===== src/rtl/neuron_ctrl.sv =====
// Local-port scheduler between a mesh switch and one neuron MAC/activation datapath.
// Gathers one operand per predecessor, replays them to the MAC, then fans the activation out to successors.
module neuron_ctrl #(
  parameter int unsigned NUM_PRED  = 4,
  parameter int unsigned NUM_SUCC  = 2,
  parameter logic [1:0]  MY_X      = 2'b01,
  parameter logic [1:0]  MY_Y      = 2'b00,
  parameter logic [15:0] SUCC_LIST = 16'h0000
) (
  input  logic        clk,
  input  logic        rst,
  input  logic [15:0] pkt_in,
  input  logic        pkt_in_valid,
  output logic        pkt_in_ready,
  output logic [7:0]  mac_data,
  output logic [1:0]  mac_waddr,
  output logic        mac_valid,
  output logic        mac_start,
  output logic        mac_last,
  input  logic [7:0]  act_in,
  input  logic        act_valid,
  output logic [15:0] pkt_out,
  output logic        pkt_out_valid,
  input  logic        pkt_out_ready,
  output logic        busy,
  output logic        err_drop
);

  // state    | meaning
  // COLLECT  | accept operand packets until every predecessor slot is filled
  // ISSUE    | replay slots 0..NUM_PRED-1 to the MAC, one per cycle
  // WAIT_ACT | wait (no timeout) for the activation pulse
  // SEND     | present one result packet per successor under backpressure
  typedef enum logic [1:0] {COLLECT, ISSUE, WAIT_ACT, SEND} state_t;

  localparam logic [3:0] FULL_MASK = 4'((1 << NUM_PRED) - 1);
  localparam logic [1:0] LAST_PRED = 2'(NUM_PRED - 1);
  localparam logic [1:0] LAST_SUCC = 2'(NUM_SUCC - 1);
  localparam logic [2:0] PRED_LIM  = 3'(NUM_PRED);

  state_t      state;
  logic [3:0]  bitmap;
  logic [7:0]  slot [4];
  logic [1:0]  issue_idx;
  logic [1:0]  send_idx;

  logic [7:0]  in_data;
  logic [1:0]  src_y;
  logic [3:0]  dst;
  logic        accept;
  logic        store_ok;
  logic [3:0]  bitmap_nxt;
  logic        gather_done;
  logic        unused_src_x;

  // Source x is carried in the packet but slots are indexed by source y only.
  assign unused_src_x = ^pkt_in[7:6];

  function automatic logic [3:0] succ_entry(input logic [1:0] k);
    return SUCC_LIST[{k, 2'b00} +: 4];
  endfunction

  always_comb begin
    in_data     = pkt_in[15:8];
    src_y       = pkt_in[5:4];
    dst         = pkt_in[3:0];
    accept      = pkt_in_valid && pkt_in_ready && (state == COLLECT);
    store_ok    = accept && (dst == {MY_X, MY_Y}) && ({1'b0, src_y} < PRED_LIM) && !bitmap[src_y];
    bitmap_nxt  = bitmap | (store_ok ? (4'b0001 << src_y) : 4'b0000);
    gather_done = ((bitmap_nxt & FULL_MASK) == FULL_MASK);
  end

  always_ff @(posedge clk) begin
    if (!rst) begin
      state         <= COLLECT;
      bitmap        <= 4'b0000;
      for (int i = 0; i < 4; i++) slot[i] <= 8'h00;
      issue_idx     <= 2'd0;
      send_idx      <= 2'd0;
      pkt_in_ready  <= 1'b1;
      mac_data      <= 8'h00;
      mac_waddr     <= 2'd0;
      mac_valid     <= 1'b0;
      mac_start     <= 1'b0;
      mac_last      <= 1'b0;
      pkt_out       <= 16'h0000;
      pkt_out_valid <= 1'b0;
      busy          <= 1'b0;
      err_drop      <= 1'b0;
    end else begin
      err_drop  <= 1'b0;
      mac_valid <= 1'b0;
      mac_start <= 1'b0;
      mac_last  <= 1'b0;
      mac_data  <= 8'h00;
      mac_waddr <= 2'd0;
      case (state)
        COLLECT: begin
          if (store_ok) slot[src_y] <= in_data;
          if (accept && !store_ok) err_drop <= 1'b1;
          bitmap <= bitmap_nxt;
          if (gather_done) begin
            state        <= ISSUE;
            pkt_in_ready <= 1'b0;
            busy         <= 1'b1;
            issue_idx    <= 2'd0;
          end
        end
        ISSUE: begin
          mac_valid <= 1'b1;
          mac_data  <= slot[issue_idx];
          mac_waddr <= issue_idx;
          mac_start <= (issue_idx == 2'd0);
          mac_last  <= (issue_idx == LAST_PRED);
          if (issue_idx == LAST_PRED) begin
            state     <= WAIT_ACT;
            issue_idx <= 2'd0;
          end else begin
            issue_idx <= issue_idx + 2'd1;
          end
        end
        WAIT_ACT: begin
          if (act_valid) begin
            state         <= SEND;
            send_idx      <= 2'd0;
            pkt_out       <= {act_in, MY_X, MY_Y, succ_entry(2'd0)};
            pkt_out_valid <= 1'b1;
          end
        end
        SEND: begin
          // pkt_out_valid is always high here, so ready alone is the handshake
          if (pkt_out_ready) begin
            if (send_idx == LAST_SUCC) begin
              state         <= COLLECT;
              send_idx      <= 2'd0;
              bitmap        <= 4'b0000;
              pkt_out       <= 16'h0000;
              pkt_out_valid <= 1'b0;
              pkt_in_ready  <= 1'b1;
              busy          <= 1'b0;
            end else begin
              send_idx <= send_idx + 2'd1;
              pkt_out  <= {pkt_out[15:4], succ_entry(send_idx + 2'd1)};
            end
          end
        end
        default: state <= COLLECT;
      endcase
    end
  end

endmodule


===== config.mk =====
export PLATFORM = sky130hd
export DESIGN_NAME = neuron_ctrl
export DESIGN_NICKNAME = d
export VERILOG_FILES = /design/src/rtl/neuron_ctrl.sv
export SDC_FILE = /design/constraint.sdc
export NUM_CORES = 1
export LEC_CHECK = 0
export ABC_CLOCK_PERIOD_IN_PS = 4300
export BUFFER_PORTS_ARGS = -buffer_cell sky130_fd_sc_hd__buf_2
export CORE_MARGIN = 2
export CORE_UTILIZATION = 40
export CTS_CLUSTER_SIZE = 24
export DETAILED_ROUTE_END_ITERATION = 6
export SLEW_MARGIN = 20
export SYNTH_ARGS = -nofsm -noshare
export SYNTH_HDL_FRONTEND = slang
export SYNTH_SLANG_ARGS = --single-unit

===== constraint.sdc =====
create_clock -name clk -period 4.3 [get_ports clk]
set_input_delay 0.215 -clock clk [delete_from_list [all_inputs] [get_ports clk]]
set_output_delay 0.215 -clock clk [all_outputs]
set_load 0.1 [all_outputs]

* Yosys cells after proc, flatten, opt, wreduce, memory -nomap -nowiden
Memory sizes are Yosys's and may differ from the RTL's. A register that Yosys moved wholly into a read port is not among the register bits.
Index checks and enable logic that the tools add are counted.
Widths: inputs -> output; s select.
** Word-level totals
- Bits in registers :: 35
- Memory bits (writable) :: 32
- Bits of input ports :: 29
- Output and inout bits :: 33
- Memories kept :: 1
** Memory list
- slot :: depth 4, width 8, read ports 1, clocked after Yosys merged registers in 1, wr ports 4, RTL line 43 : logic [7:0] slot [4];
** Operators by class
- $add $sub $neg :: 2
- Magnitude comparators :: 1
- Equality and inequality tests :: 12
- Shift-type cells :: 2
- Multiplexer cells :: 43
- Bitwise logic cells :: 1
- Reductions and logical operators :: 22
** Operator list (count)
- $mux 16 :: 3
- $pmux 16 s2 :: 1
- $mux 2 :: 11
- $mux 1 :: 16
- $shiftx 16x5->4 const A :: 1
- $mux 4 :: 3
- $ne 2x2->1 const B :: 5
- $mux 8 :: 1
- $pmux 2 s2 :: 2
- $pmux 2 s4 :: 1
- $pmux 4 s2 :: 1
- $reduce_and 4->1 :: 2
- $reduce_or 8->1 :: 1
- $eq 2x2->1 const B :: 3
- $pmux 1 s2 :: 3
- $reduce_and 2->1 :: 3
- $reduce_and 3->1 :: 2
- $reduce_bool 2->1 :: 3
- $logic_and 1x1->1 :: 5
- $reduce_and 5->1 :: 1
- $add 2x1->2 const B :: 2
- $eq 2x1->1 const B :: 2
- $eq 4x3->1 const B :: 1
- $eq 4x4->1 const B :: 1
- other kinds (6) :: 9

* Depth between registers and ports, before layout
Gate-level depths: netlist of run 1.
- Word-level depth :: 10
- Depth in mapped cells :: 8
- Depth with buffers taken out :: 7

* Worst setup path after synthesis of run 1
Ideal clock, no wire load.
- Path kind :: register -> register
- Start :: register pkt_in_ready
- End :: memory slot[0][0], enable pin
- Data arrival time :: 2.160 ns
- Data required time :: 3.913 ns
- Slack :: 1.753 ns
- Cell stages (with the launch flop) :: 4
- Buffers on the path :: 0
- Period minus slack after synthesis :: 2.547 ns
- Path through :: dfxtp_1 > and3_1 > nand3b_1 > o31ai_1
** RTL lines
- start: declaration :: RTL line 14 : output logic pkt_in_ready,
- start signal: assignment :: RTL line 80 : pkt_in_ready <= 1'b1;
- start signal: assignment :: RTL line 104 : pkt_in_ready <= 1'b0;
- start signal: assignment :: RTL line 139 : pkt_in_ready <= 1'b1;
- end: declaration :: RTL line 43

==> metrics.md, run 1 <==
| Metric | Value |
|---|---|
| FF+latch count, synth | 67 |
| DRC Markers | 0 |
| Critical Path Start Type | flip-flop |
| EDFF count, synth | 32 |
| Routed len/inst | 14.3 µm |
| DP Worst Slack | 2040 ps |
| Port bufs | 52 |
| Crit path cell chain | inv_1, ha_1, and3_1, nand3b_1, o21ai_0, buf_4 |
| Fmax | 439 MHz |
| CP arrival | 2330 ps |
| GRT Overall Usage | 14.8% |
| Share of flip-flops with an asynchronous set or reset | 0% |
| CTS Buffer Depth | 2 |
| P&R area growth vs syn | 17.2% |
| Worst Skew | 6.44 ps |
| Routed WL | 5.90 mm |
| Synth top area cells | edfxtp_1, dfxtp_1, mux4_2, and3_1, and2_1 |
| R2R setup slack | 2020 ps |
| RSZ-0062 raised after global routing | false |
| Dpl cells | 396 |
| Worst path top cell family by delay | compound AO/OA/AOI/OAI gates |
| Starting density of the core | 41.7% |
| Synth Area per Inst | 11.8 µm² |
| CTS Hold Bufs | 0 |
| Die W | 91.2 µm |
| Most frequent cell after synthesis | dfxtp_1 |
| Peak VDD IR | 0.000134 V |
| Total grt overflow | 0 |
| Period utilization | 52.9% |
| Drt pass-1 iters | 4 |
| Worst hold slack | 144 ps |
| Final setup fails | 0 |
| Fillers | 700 |
| Routed vias | 2024 |
| Worst-path fanout max | 6 |
| Critical-path top delay cell | o21ai_0 |
| Outcome | completed |
| Crit-path max cell delay | 530 ps |
| Setup_tns | 0 ps |
| Setup WS post-layout | 2020 ps |
| Worst-Skew Late Latency | 340 ps |
| Slew HR | 46.6% |
| Min-Delay Path Class | input pin to flip-flop |
| Critical path class | flip-flop to flip-flop |
| Count of cell types in the netlist | 41 |
| First-pass GRT wire length | 9.52 mm |
| Post-Syn Area | 3040 µm² |
| Hpwl dp | 3.97 mm |
| Area of the core | 7290 µm² |
| Cells after Synth | 258 |
| Ys flop type | dfxtp_1 |
| Synth warnings | 0 |
| Register area share after synthesis | 54.6% |
| Vias in the first global route | 1960 |
| CTS buffer count | 9 |
| CP Capture Type | flip-flop |
| Hold Violations, Final | 0 |
| Biggest area consumer among synthesized cells | edfxtp_1 |
| Share of layout cells above drive strength 1 | 27.8% |
| Clock sinks | 67 |
| Die Ht | 91.2 µm |
| Post-synth top area share | 31.6% |
| RePlAce Congestion | 0.743 |
| Power per cell area | 388 nW/µm² |
| Commonest cells in the netlist | dfxtp_1, and3_1, edfxtp_1 |
| Antenna violations before repair | 0 |
| Post-CTS resize count | 0 |
| CTS clk-pin slew, worst paths | 80 ps |
| # Post-CTS Setup Buffers | 0 |
| Rows | 31 |
| Measured slew at the worst slew-check pin | 799 ps |
| NumNets Final | 344 |
| First DRT Iteration DRCs | 95 |
| Root Driver | clkbuf_8 |
| Antenna Nets Post-Route | 0 |
| DR vias/cell | 4.91 |
| Final worst path period need | 2280 ps |
| Antenna diodes | 0 |
| Max_cap viols | 0 |
| Die ar. | 8320 µm² |
| CTS HTree Levels | 3 |
| CP required | 4350 ps |
| TritonCTS clock tree | built |
| Crit path buf inv count | 2 |
| Boundary pin count | 62 |
| Slew Viols, Final | 0 |
| Static Leak | 1.53 nW |
| Largest net degree at the start of global routing | 38 |
| Non-filler instance count after layout | 412 |
path summary, 6_finish.rpt:
path,start,to,cells past startpoint
setup / recovery,state[0]$_SDFFE_PN0P_,slot[2][4]$_SDFFCE_PN0P_,6
hold reg to reg,pkt_out[14]$_SDFFE_PN0P_,pkt_out[14]$_SDFFE_PN0P_,2
setup reg to reg,state[0]$_SDFFE_PN0P_,slot[2][4]$_SDFFCE_PN0P_,6
hold / removal,act_in[6],pkt_out[14]$_SDFFE_PN0P_,3
report_power, final:
group / switching (W) / total (W) / internal [W] / leakage, nW
Sequential: 0.00000334 / 0.000681 / 0.000678 / 0.612
Combinational: 0.0000585 / 0.0000791 / 0.0000206 / 0.803
Clock: 0.000258 / 0.000625 / 0.000367 / 0.119
placed cells by master, fill, tap and decap left out, drive strengths merged, types with 2 or more instances in the layout:
cell type / synthesis / routed
buf: 15 / 56
dfxtp: 35 / 35
and3: 32 / 32
edfxtp: 32 / 32
and2: 19 / 19
nand2: 14 / 14
nand2b: 11 / 11
nand3: 11 / 11
a21boi: 10 / 10
clkbuf: 8 / 10
mux4: 9 / 9
inv: 7 / 9
o21ai: 8 / 8
ha: 7 / 7
conb: 1 / 7
nor2: 6 / 6
nor2b: 5 / 5
mux2i: 3 / 3
a31oi: 3 / 3
o31ai: 2 / 2
o211ai: 2 / 2
nand4: 2 / 2
a22oi: 2 / 2
bufinv: 0 / 2
a21oi: 2 / 2
per-layer routing:
metal	GRT usage [%]	wire [µm]	part of all wire, %
met5	0	0	0
met3	3.49	277	4.7
met1	18.4	2590	44
met2	24.1	2950	50
met4	7.20	72	1.2
sequential cells by signal (all words and copies together), names as in the netlist, 2 cells and up:
signal	cells
bitmap	4
issue_idx	2
mac_data	8
mac_waddr	2
pkt_out	8
send_idx	2
slot	32
state	2
logic make-up (layout without fill, tap and decap cells):
family	after synthesis	count (layout)	synth area share (%)
buffers and inverters	30	79	6.01
adders and majority gates	7	7	2.88
AOI/OAI and AO/OA	34	34	8.02
DFF	67	67	54.6
muxes	12	12	7.65
and+or+nand+nor	107	107	20.7
other	1	7	0.123
layout make-up:
class,instances,area [µm²],share of cell area [%]
clock inverter,6,93.8,2.63
sequential,67,1660,46.6
timing repair buffer,56,290,8.14
tap,99,124,3.47
inverter,7,26.3,0.737
clock buffer,10,149,4.18
multi-input combinational,167,1220,34.2
worst min-delay path, delay by kind of cell:
kind                   cells  cell delay (ps)
AOI/OAI and AO/OA          1               60
and+or+nand+nor            1               70
buffers and inverters      1              100
through the flow:
stage | cell area, µm² | power (W) | util (%)
after floorplan | 3060 | 0.000756 | -
after global placement | 3320 | 0.000774 | 45.6
after detailed placement | 3320 | 0.000776 | 45.6
after CTS | 3560 | 0.00140 | 48.9
after global routing | 3560 | 0.00144 | 48.9
final | 3560 | 0.00138 | 48.9
Note: power is estimated with default switching activity, not from simulation.
==> run 2, diff against run 1 <==
--- a/config.mk
+++ b/config.mk
@@ -5,7 +5,7 @@
 export SDC_FILE = /design/constraint.sdc
 export NUM_CORES = 1
 export LEC_CHECK = 0
-export ABC_CLOCK_PERIOD_IN_PS = 4300
+export ABC_CLOCK_PERIOD_IN_PS = 2210
 export BUFFER_PORTS_ARGS = -buffer_cell sky130_fd_sc_hd__buf_2
 export CORE_MARGIN = 2
 export CORE_UTILIZATION = 40
==> constraint.sdc (replaced) <==
create_clock -name clk -period 2.21 [get_ports clk]
set_input_delay 0.1105 -clock clk [delete_from_list [all_inputs] [get_ports clk]]
set_output_delay 0.1105 -clock clk [all_outputs]
set_load 0.1 [all_outputs]
==> metrics.md, run 2 (same netlist as run 1, synthesis figures left out) <==
| Metric | Value |
|---|---|
| Period utilization | 87.8% |
| Worst-Skew Late Latency | 350 ps |
| Post-CTS resize count | 0 |
| Max_cap viols | 0 |
| Top flop regs | slot: 32 flops, mac_data: 8 flops, pkt_out: 8 flops |
| Boundary pin count | 62 |
| Max reg flops | 32 |
| Worst Skew | 6.49 ps |
| Final worst path period need | 1940 ps |
| Area of the core | 7290 µm² |
| CTS buffer count | 9 |
| R2R Path Start | state[0]$_SDFFE_PN0P_ |
| Largest Register | slot |
| DR vias/cell | 4.89 |
| Root Driver | clkbuf_8 |
| NumNets Final | 349 |
| Commonest non-fill, non-tap cell in the layout | buf_2 |
| Hpwl dp | 3.95 mm |
| Setup WS post-layout | 271 ps |
| Beginning of the critical path | state[0]$_SDFFE_PN0P_ |
| Commonest non-fill, non-tap cells in the layout | buf_2, dfxtp_1, and3_1, edfxtp_1, and2_1 |
| Setup_tns | 0 ps |
| Die W | 91.2 µm |
| CP required | 2270 ps |
| Power per cell area | 754 nW/µm² |
| Critical Path Start Type | flip-flop |
| Antenna diodes | 0 |
| Measured slew at the worst slew-check pin | 655 ps |
| Critical path class | flip-flop to flip-flop |
| CP Capture Type | flip-flop |
| Final Util | 49.4% |
| Vias in the first global route | 1915 |
| CTS clk-pin slew, worst paths | 70 ps |
| Final setup fails | 0 |
| GRT Overall Usage | 15.1% |
| Die Ht | 91.2 µm |
| # Post-CTS Setup Buffers | 0 |
| Drt pass-1 iters | 5 |
| Routed WL | 5.91 mm |
| CTS Buffer Depth | 2 |
| Clock sinks | 67 |
| Static Leak | 1.56 nW |
| Starting density of the core | 41.7% |
| Slew HR | 56.2% |
| RSZ-0062 raised after global routing | false |
| DRC Markers | 0 |
| CTS Hold Bufs | 0 |
| Slew Viols, Final | 0 |
| Largest net degree at the start of global routing | 37 |
| RePlAce Congestion | 0.764 |
| Worst-path fanout max | 6 |
| CTS HTree Levels | 3 |
| P&R area growth vs syn | 18.4% |
| Design Power | 0.00271 W |
| Antenna Nets Post-Route | 0 |
| Share of layout cells above drive strength 1 | 29.2% |
| Routed len/inst | 14.2 µm |
| Fmax | 516 MHz |
| Rows | 31 |
| DP Worst Slack | 280 ps |
| Hold Violations, Final | 0 |
| Total grt overflow | 0 |
| Antenna violations before repair | 0 |
| Die ar. | 8320 µm² |
| Port bufs | 52 |
| CP arrival | 2000 ps |
| Outcome | completed |
| Min-Delay Path Class | input pin to flip-flop |
| Peak VDD IR | 0.000269 V |
| First-pass GRT wire length | 9.56 mm |
| First DRT Iteration DRCs | 69 |
| Hold_sp | act_in[6] |
| Routed vias | 2041 |
| TritonCTS clock tree | built |
==> run 2: changes by cell type in the layout (fill, tap and decap cells not counted) <==
cell,before,now
buf_4,4,9
dfxtp_1,35,34
clkinv_2,0,2
bufinv_16,2,3
inv_6,2,0
dfxtp_2,0,1
clkbuf_16,1,0
==> run 2: area by class of cell <==
class,count,area [µm²]
clock inverter,7,116
inverter,7,26.3
multi-input combinational,167,1220
clock buffer,9,124
sequential,67,1660
tap,99,124
fill,692,3690
timing repair buffer,61,328
==> run 2: report_power, final <==
group,total (W),internal [W],switching [W]
Clock,0.00123,0.000747,0.000482
Combinational,0.000159,0.0000434,0.000116
Sequential,0.00133,0.00132,0.00000644
Total,0.00271,0.00211,0.000605
==> run 2: routing by layer <==
metal	part of all wire [%]	up-vias	track usage (%)	routed length [µm]
met5	0	-	0	0
met1	48	973	19.8	2830
met4	2.7	0	9.09	159
met3	2.9	11	3.32	169
li1	-	1024	-	-
met2	47	33	22.8	2750
==> run 2: worst paths after layout <==
| check | to | slack, ps | depth (start not counted) |
|---|---|---|---|
| max | slot[2][3]$_SDFFCE_PN0P_ | 270 | 6 |
| min reg2reg | pkt_out[14]$_SDFFE_PN0P_ | 470 | 2 |
| max reg2reg | slot[2][3]$_SDFFCE_PN0P_ | 270 | 6 |
| min | pkt_out[14]$_SDFFE_PN0P_ | 30 | 3 |
==> run 2: worst max-delay path, stage by stage (launching register included) <==
cell      delay [ps]
dfxtp_1          340
inv_1            110
ha_1             270
and3_1           270
nand3b_1         180
o21ai_0          280
buf_4            200
==> run 2: through the flow <==
stage                     hold slack [ps]  instance area, µm²  cells
final                                31.9                3600    417
after global routing                 29.7                3600    417
after CTS                            19.3                3600    417
after detailed placement              397                3360    401
after global placement                390                3360    401
after floorplan                       277                3070    264
